===== config.mk =====
export PLATFORM = sky130hd
export DESIGN_NAME = mul_sequencer_flat
export DESIGN_NICKNAME = d
export VERILOG_FILES = /design/src/rtl/mul_sequencer_if.sv /design/src/rtl/mul_sequencer.sv /design/src/flat_wrapper.sv
export SDC_FILE = /design/constraint.sdc
export NUM_CORES = 1
export LEC_CHECK = 0
export ABC_CLOCK_PERIOD_IN_PS = 2700
export BUFFER_PORTS_ARGS = -buffer_cell sky130_fd_sc_hd__buf_2
export CAP_MARGIN = 30
export CELL_PAD_IN_SITES_DETAIL_PLACEMENT = 1
export CELL_PAD_IN_SITES_GLOBAL_PLACEMENT = 2
export CORE_UTILIZATION = 30
export DETAILED_ROUTE_END_ITERATION = 7
export PLACE_DENSITY = 0.87
export SYNTH_ARGS = -nofsm -noshare
export SYNTH_HDL_FRONTEND = slang
export SYNTH_SLANG_ARGS = --single-unit

===== constraint.sdc =====
create_clock -name clk -period 2.7 [get_ports clk]
set_clock_uncertainty 0.1 [all_clocks]
set_input_delay 0.27 -clock clk [delete_from_list [all_inputs] [get_ports clk]]
set_output_delay 0.27 -clock clk [all_outputs]
set_load 0.05 [all_outputs]

===== src/rtl/mul_sequencer_if.sv =====
// Handshake and data bundle between the EX-stage decode/result mux and the
// iterative multiplier.
interface mul_sequencer_if #(
  parameter int unsigned DATA_W = 32
);

  logic              start;
  logic              flush;
  logic [DATA_W-1:0] op_a;
  logic [DATA_W-1:0] op_b;
  logic [DATA_W-1:0] result;
  logic              done;
  logic              busy;
  logic              stall;

  // Pipeline side: issues the MUL and consumes the product / stall.
  modport master (
    output start, flush, op_a, op_b,
    input  result, done, busy, stall
  );

  // Multiplier side.
  modport slave (
    input  start, flush, op_a, op_b,
    output result, done, busy, stall
  );

endinterface


===== src/rtl/mul_sequencer.sv =====
// Iterative shift-add multiplier for the EX stage. Accepts a MUL from IDLE,
// iterates once per bit of the multiplier, then presents the low word of the
// product for one DONE cycle. Latency is fixed at DATA_W+1 cycles from accept.
module mul_sequencer #(
  parameter int unsigned DATA_W = 32
) (
  input  logic            clk,
  input  logic            arst_n,
  mul_sequencer_if.slave  bus
);

  localparam int unsigned CNT_W = $clog2(DATA_W) + 1;
  localparam logic [CNT_W-1:0] CNT_LAST = CNT_W'(DATA_W - 1);

  localparam logic [1:0] S_IDLE = 2'd0;
  localparam logic [1:0] S_RUN  = 2'd1;
  localparam logic [1:0] S_DONE = 2'd2;

  logic [1:0]        state;
  logic [1:0]        state_nx;
  logic [DATA_W-1:0] mcand;
  logic [DATA_W-1:0] mcand_nx;
  logic [DATA_W-1:0] mplier;
  logic [DATA_W-1:0] mplier_nx;
  logic [DATA_W-1:0] acc;
  logic [DATA_W-1:0] acc_nx;
  logic [CNT_W-1:0]  cnt;
  logic [CNT_W-1:0]  cnt_nx;
  logic              stall_c;

  // State register.
  always_ff @(posedge clk or negedge arst_n) begin
    if (!arst_n) begin
      state <= S_IDLE;
    end else begin
      state <= state_nx;
    end
  end

  // Datapath registers; a flush leaves them untouched so result keeps the
  // partial accumulator until the next accept.
  always_ff @(posedge clk or negedge arst_n) begin
    if (!arst_n) begin
      mcand  <= '0;
      mplier <= '0;
      acc    <= '0;
      cnt    <= '0;
    end else begin
      mcand  <= mcand_nx;
      mplier <= mplier_nx;
      acc    <= acc_nx;
      cnt    <= cnt_nx;
    end
  end

  // Next-state, datapath update and combinational stall.
  always_comb begin
    state_nx  = state;
    mcand_nx  = mcand;
    mplier_nx = mplier;
    acc_nx    = acc;
    cnt_nx    = cnt;
    stall_c   = 1'b0;

    case (state)
      S_IDLE: begin
        if (bus.start && !bus.flush) begin
          state_nx  = S_RUN;
          mcand_nx  = bus.op_a;
          mplier_nx = bus.op_b;
          acc_nx    = '0;
          cnt_nx    = '0;
          stall_c   = 1'b1;
        end
      end

      S_RUN: begin
        if (bus.flush) begin
          state_nx = S_IDLE;
        end else begin
          stall_c = 1'b1;
          if (mplier[0]) begin
            acc_nx = acc + mcand;
          end
          mcand_nx  = mcand << 1;
          mplier_nx = mplier >> 1;
          cnt_nx    = cnt + CNT_W'(1);
          if (cnt == CNT_LAST) begin
            state_nx = S_DONE;
          end
        end
      end

      // start here is the same instruction leaving EX; flush cannot cancel it.
      S_DONE: begin
        state_nx = S_IDLE;
      end

      default: begin
        state_nx = S_IDLE;
      end
    endcase
  end

  // Outputs decoded straight from registers, except the combinational stall.
  assign bus.result = acc;
  assign bus.done   = (state == S_DONE);
  assign bus.busy   = (state == S_RUN);
  assign bus.stall  = stall_c;

endmodule


===== src/flat_wrapper.sv =====
// flat-port wrapper written by rule: the top's interface ports become plain ports
module mul_sequencer_flat 
#(
  parameter int unsigned DATA_W = 32
)
  (clk, arst_n, bus_start, bus_flush, bus_op_a, bus_op_b, bus_result, bus_done, bus_busy, bus_stall);
  mul_sequencer_if #(.DATA_W(DATA_W)) bus_i ();
  input  logic clk;
  input  logic arst_n;
  input wire logic [$bits(bus_i.start)-1:0] bus_start;
  input wire logic [$bits(bus_i.flush)-1:0] bus_flush;
  input wire logic [$bits(bus_i.op_a)-1:0] bus_op_a;
  input wire logic [$bits(bus_i.op_b)-1:0] bus_op_b;
  output wire logic [$bits(bus_i.result)-1:0] bus_result;
  output wire logic [$bits(bus_i.done)-1:0] bus_done;
  output wire logic [$bits(bus_i.busy)-1:0] bus_busy;
  output wire logic [$bits(bus_i.stall)-1:0] bus_stall;
  assign bus_i.start = bus_start;
  assign bus_i.flush = bus_flush;
  assign bus_i.op_a = bus_op_a;
  assign bus_i.op_b = bus_op_b;
  assign bus_result = bus_i.result;
  assign bus_done = bus_i.done;
  assign bus_busy = bus_i.busy;
  assign bus_stall = bus_i.stall;
  mul_sequencer #(.DATA_W(DATA_W)) u_core (.clk(clk), .arst_n(arst_n), .bus(bus_i));
endmodule

==> impl_results.md <==
- Core ar.: 0.0197 mm2
- RR Startpoint: u_core.mcand[1]
- Crit Path Class: reg -> reg
- Post-synth EDFFs: 0
- Filler cells: 2383
- Crit path arrival time: 2.94 ns
- Xor/xnor share of the synthesized area: 4.61%
- Max Clk Rate: 0.360 GHz
- Top cells by count, synth: nand2_1, dfrtp_1, nor2_1
- First-pass GRT wire length: 30200 um
- Count of cell types in the netlist: 64
- Start point of the critical path: u_core.mcand[1]
- Tmin final: 2.78 ns
- Hold Path Depth: 2
- Placed cell area: 0.00744 mm2
- Min-Delay Path Class: in -> reg
- H-tree levels: 3
- Worst-Margin Slew: 0.758 ns
- Detailed Routing Iterations Pass 1: 4
- Layout cells sized above 1: 29.0%
- Routed WL: 18400 um
- Vias in the first global route: 6035
- Top cell type's share of synthesized area: 42.8%
- Initial core utilization: 30.9%
- Max FO, Critical Path: 3
- Flip-flop and latch count after synthesis: 104
- Initial antenna violation count: 0
- Synth area leaders: dfrtp_1, nand2_1, a31oi_1
- Final net count: 974
- Cell count after synthesis: 728
- Overall routing resource usage: 18.7%
- Hold_sp: bus_flush
- Slowest Stage Delay on Critical Path: 0.43 ns
- Rel. slew slack: 49.5%
- Largest family of logic cells by synthesized area: simple AND/OR/NAND/NOR gates
- RSZ-0062 raised after global routing: yes
- Post-synth design cell area: 0.00608 mm2
- Worst reg2reg endpoint: u_core.bus.result[29]
- Cell Chain, Critical Path: ha_4 > a211oi_4 > o21ai_2 > o211a_1 > o211ai_2 > a2111oi_2 > or3_4 > o41a_1 > xnor2_2 > o21ai_1
- GPL Wtd Cong: 0.828
- Seq/Total Area, Yosys: 42.8%
- CP startpoint kind: flop
- P per Cell Area: 863 mW/mm2
- PortBufs: 102
- Synthesized area per cell: 8.35 um2
- Setup TNS Final: -0.131 ns
- Final instance area: 0.00791 mm2
- Status: finished, violations left
- Vias per inst: 4.96
- Die H: 144 um
- Post-synth ARST share: 100%
- CTS Buf Count: 9
- Syn Nets: 829
- Worst-Skew Late Latency: 0.37 ns
- Slowest CP cell: dfrtp_1
- Critical path depth: 10
- Synth Area in Compound Gates: 20.7%
- Synth area leader: dfrtp_1
- Final Setup Violations: 3
- Largest net degree at the start of global routing: 80
- Endpoint class of the critical path: flop
- Final ANT Viol Nets: 0
- Total vias in the final route: 5672
- Clk slew on worst S/H paths: 0.08 ns
- I/O pin cnt: 103
- Layout area overhead: 30.1%
- Synth Area in Simple Gates: 21.1%
- Failing checks: negative setup slack
- Routed WL per cell: 16.1 um
- Yosys warns: 0
- CP top delay family: compound AO/OA/AOI/OAI gates
- Data required, critical path: 2.86 ns
- Drt initial violations: 200
- Root Buffer: clkbuf_16
- Max-Cap Viols: 0
- Mux contribution to synthesized area: 0%
- Most numerous cell in the Yosys netlist: nand2_1
- CTS tree: built
- Max-slew violations: 0
- Final hold violations: 0
- Adder-Cell Fraction of Synth Area: 6.91%
- CTS sink count: 104
- Top FF cell, synth: dfrtp_1
- Post-DP HPWL: 13600 um
- Hold endpoint: u_core.state[1]
- DRC errors left: 0
- Setup ws final: -0.0800 ns
- Depth of the most critical reg-to-reg path: 10
- Setup slack at placement: -0.0659 ns
- Tcrit/Tclk final: 103%
- Site Rows: 51
- Die width: 144 um
- Reg2reg setup slack: -0.08 ns
- Clk buf depth: 2
- Worst path bufs/invs: 0
- Leak: 3.71 nW
- Peak supply drop: 0.000309 V
- GR Overflow Total: 0
- Die area: 0.0208 mm2
## metal layers
layer | routed length (um) | up-vias | share of wire [%] | track usage [%]
met5 | 0 | - | 0 | 0
met4 | 235 | 0 | 1.3 | 4.82
met3 | 732 | 18 | 4.0 | 4.27
met2 | 9050 | 82 | 49 | 31.6
met1 | 8380 | 2753 | 46 | 24.0
li1 | - | 2819 | - | -
## report_power, final
part | switching [W] | internal (W)
sequential | 0.000247 | 0.00184
combinational | 0.00196 | 0.00143
clock | 0.000671 | 0.000675
total | 0.00288 | 0.00394
## worst reg2reg max path: cells and delay by family, from the launching register on
kind                     cells  cell delay [ns]
AO/OA/AOI/OAI                7             1.32
flip-flops                   1             0.43
AND/OR/NAND/NOR              1             0.39
adder cells (fa/ha/maj)      1             0.27
XOR/XNOR                     1             0.17
## cells by family after synthesis
group           count (synthesis)
buf+inv                        59
fa+ha+maj                      33
flops                         104
compound gates                195
simple gates                  305
xor+xnor                       32
## worst max-delay path by stage
stage and endpoint:
6_report u_core.bus.result[29], 5_1_grt u_core.bus.result[29], 4_1_cts u_core.bus.result[26], 3_5_place_dp u_core.bus.result[26], 3_3_place_gp u_core.bus.result[26], 2_1_floorplan u_core.bus.result[30]
## metrics by stage
stage / std cells / util (%) / hold WS, ns / power, W
floorplan: 728 / - / -0.126 / 0.00422
CTS: 1141 / 39.5 / 0.0122 / 0.00672
finish: 1144 / 40.3 / 0.0187 / 0.00682
global route: 1143 / 40.2 / 0.0200 / 0.00730
detailed placement: 1123 / 37.9 / 0.287 / 0.00533
global placement: 1123 / 37.9 / 0.285 / 0.00524
## registers in the layout, indices dropped and copies added (netlist names)
register           flops
u_core.mplier         32
u_core.mcand          32
u_core.bus.result     32
u_core.state           2
u_core.cnt             6
## final cells by class
type	instances	area (um2)	share of cell area [%]
repair buffers	175	1100	13.9
well taps	265	332	4.19
diodes	1	2.50	0.0316
multi-input cells	565	3490	44.2
clock buffers	10	239	3.02
flip-flops and latches	104	2620	33.1
inverters	18	70.1	0.886
clock inverters	6	60.1	0.759
## repair_timing
item / CTS / global route
pin swaps: 5 / 12
buffers inserted: 1 / 2
hold buffers: 1 / 0
endpoints found under the setup margin: 5 / 12
resized for setup: 1 / 24
endpoints found under the hold margin: 51 / 0
## placed cells by master, fill, tap and decap left out, types with 3 or more instances in the layout
cell       count
a21o_1         8
a21oi_1       29
a21oi_2        6
a22o_1         7
a31oi_1       66
and2_2         4
and3_1         3
buf_2        101
buf_4         69
clkbuf_16      9
dfrtp_1       91
dfrtp_2       13
ha_1          22
ha_4          10
inv_1         15
inv_6          4
nand2_1      177
nand3_1        9
nand4_1        7
nor2_1        82
nor2b_1        6
o211ai_1       3
o21a_1         3
o21ai_0       22
o21ai_1       16
o21bai_1       4
xnor2_1       14
xor2_1        17
Note: power is estimated with default switching activity, not from simulation.
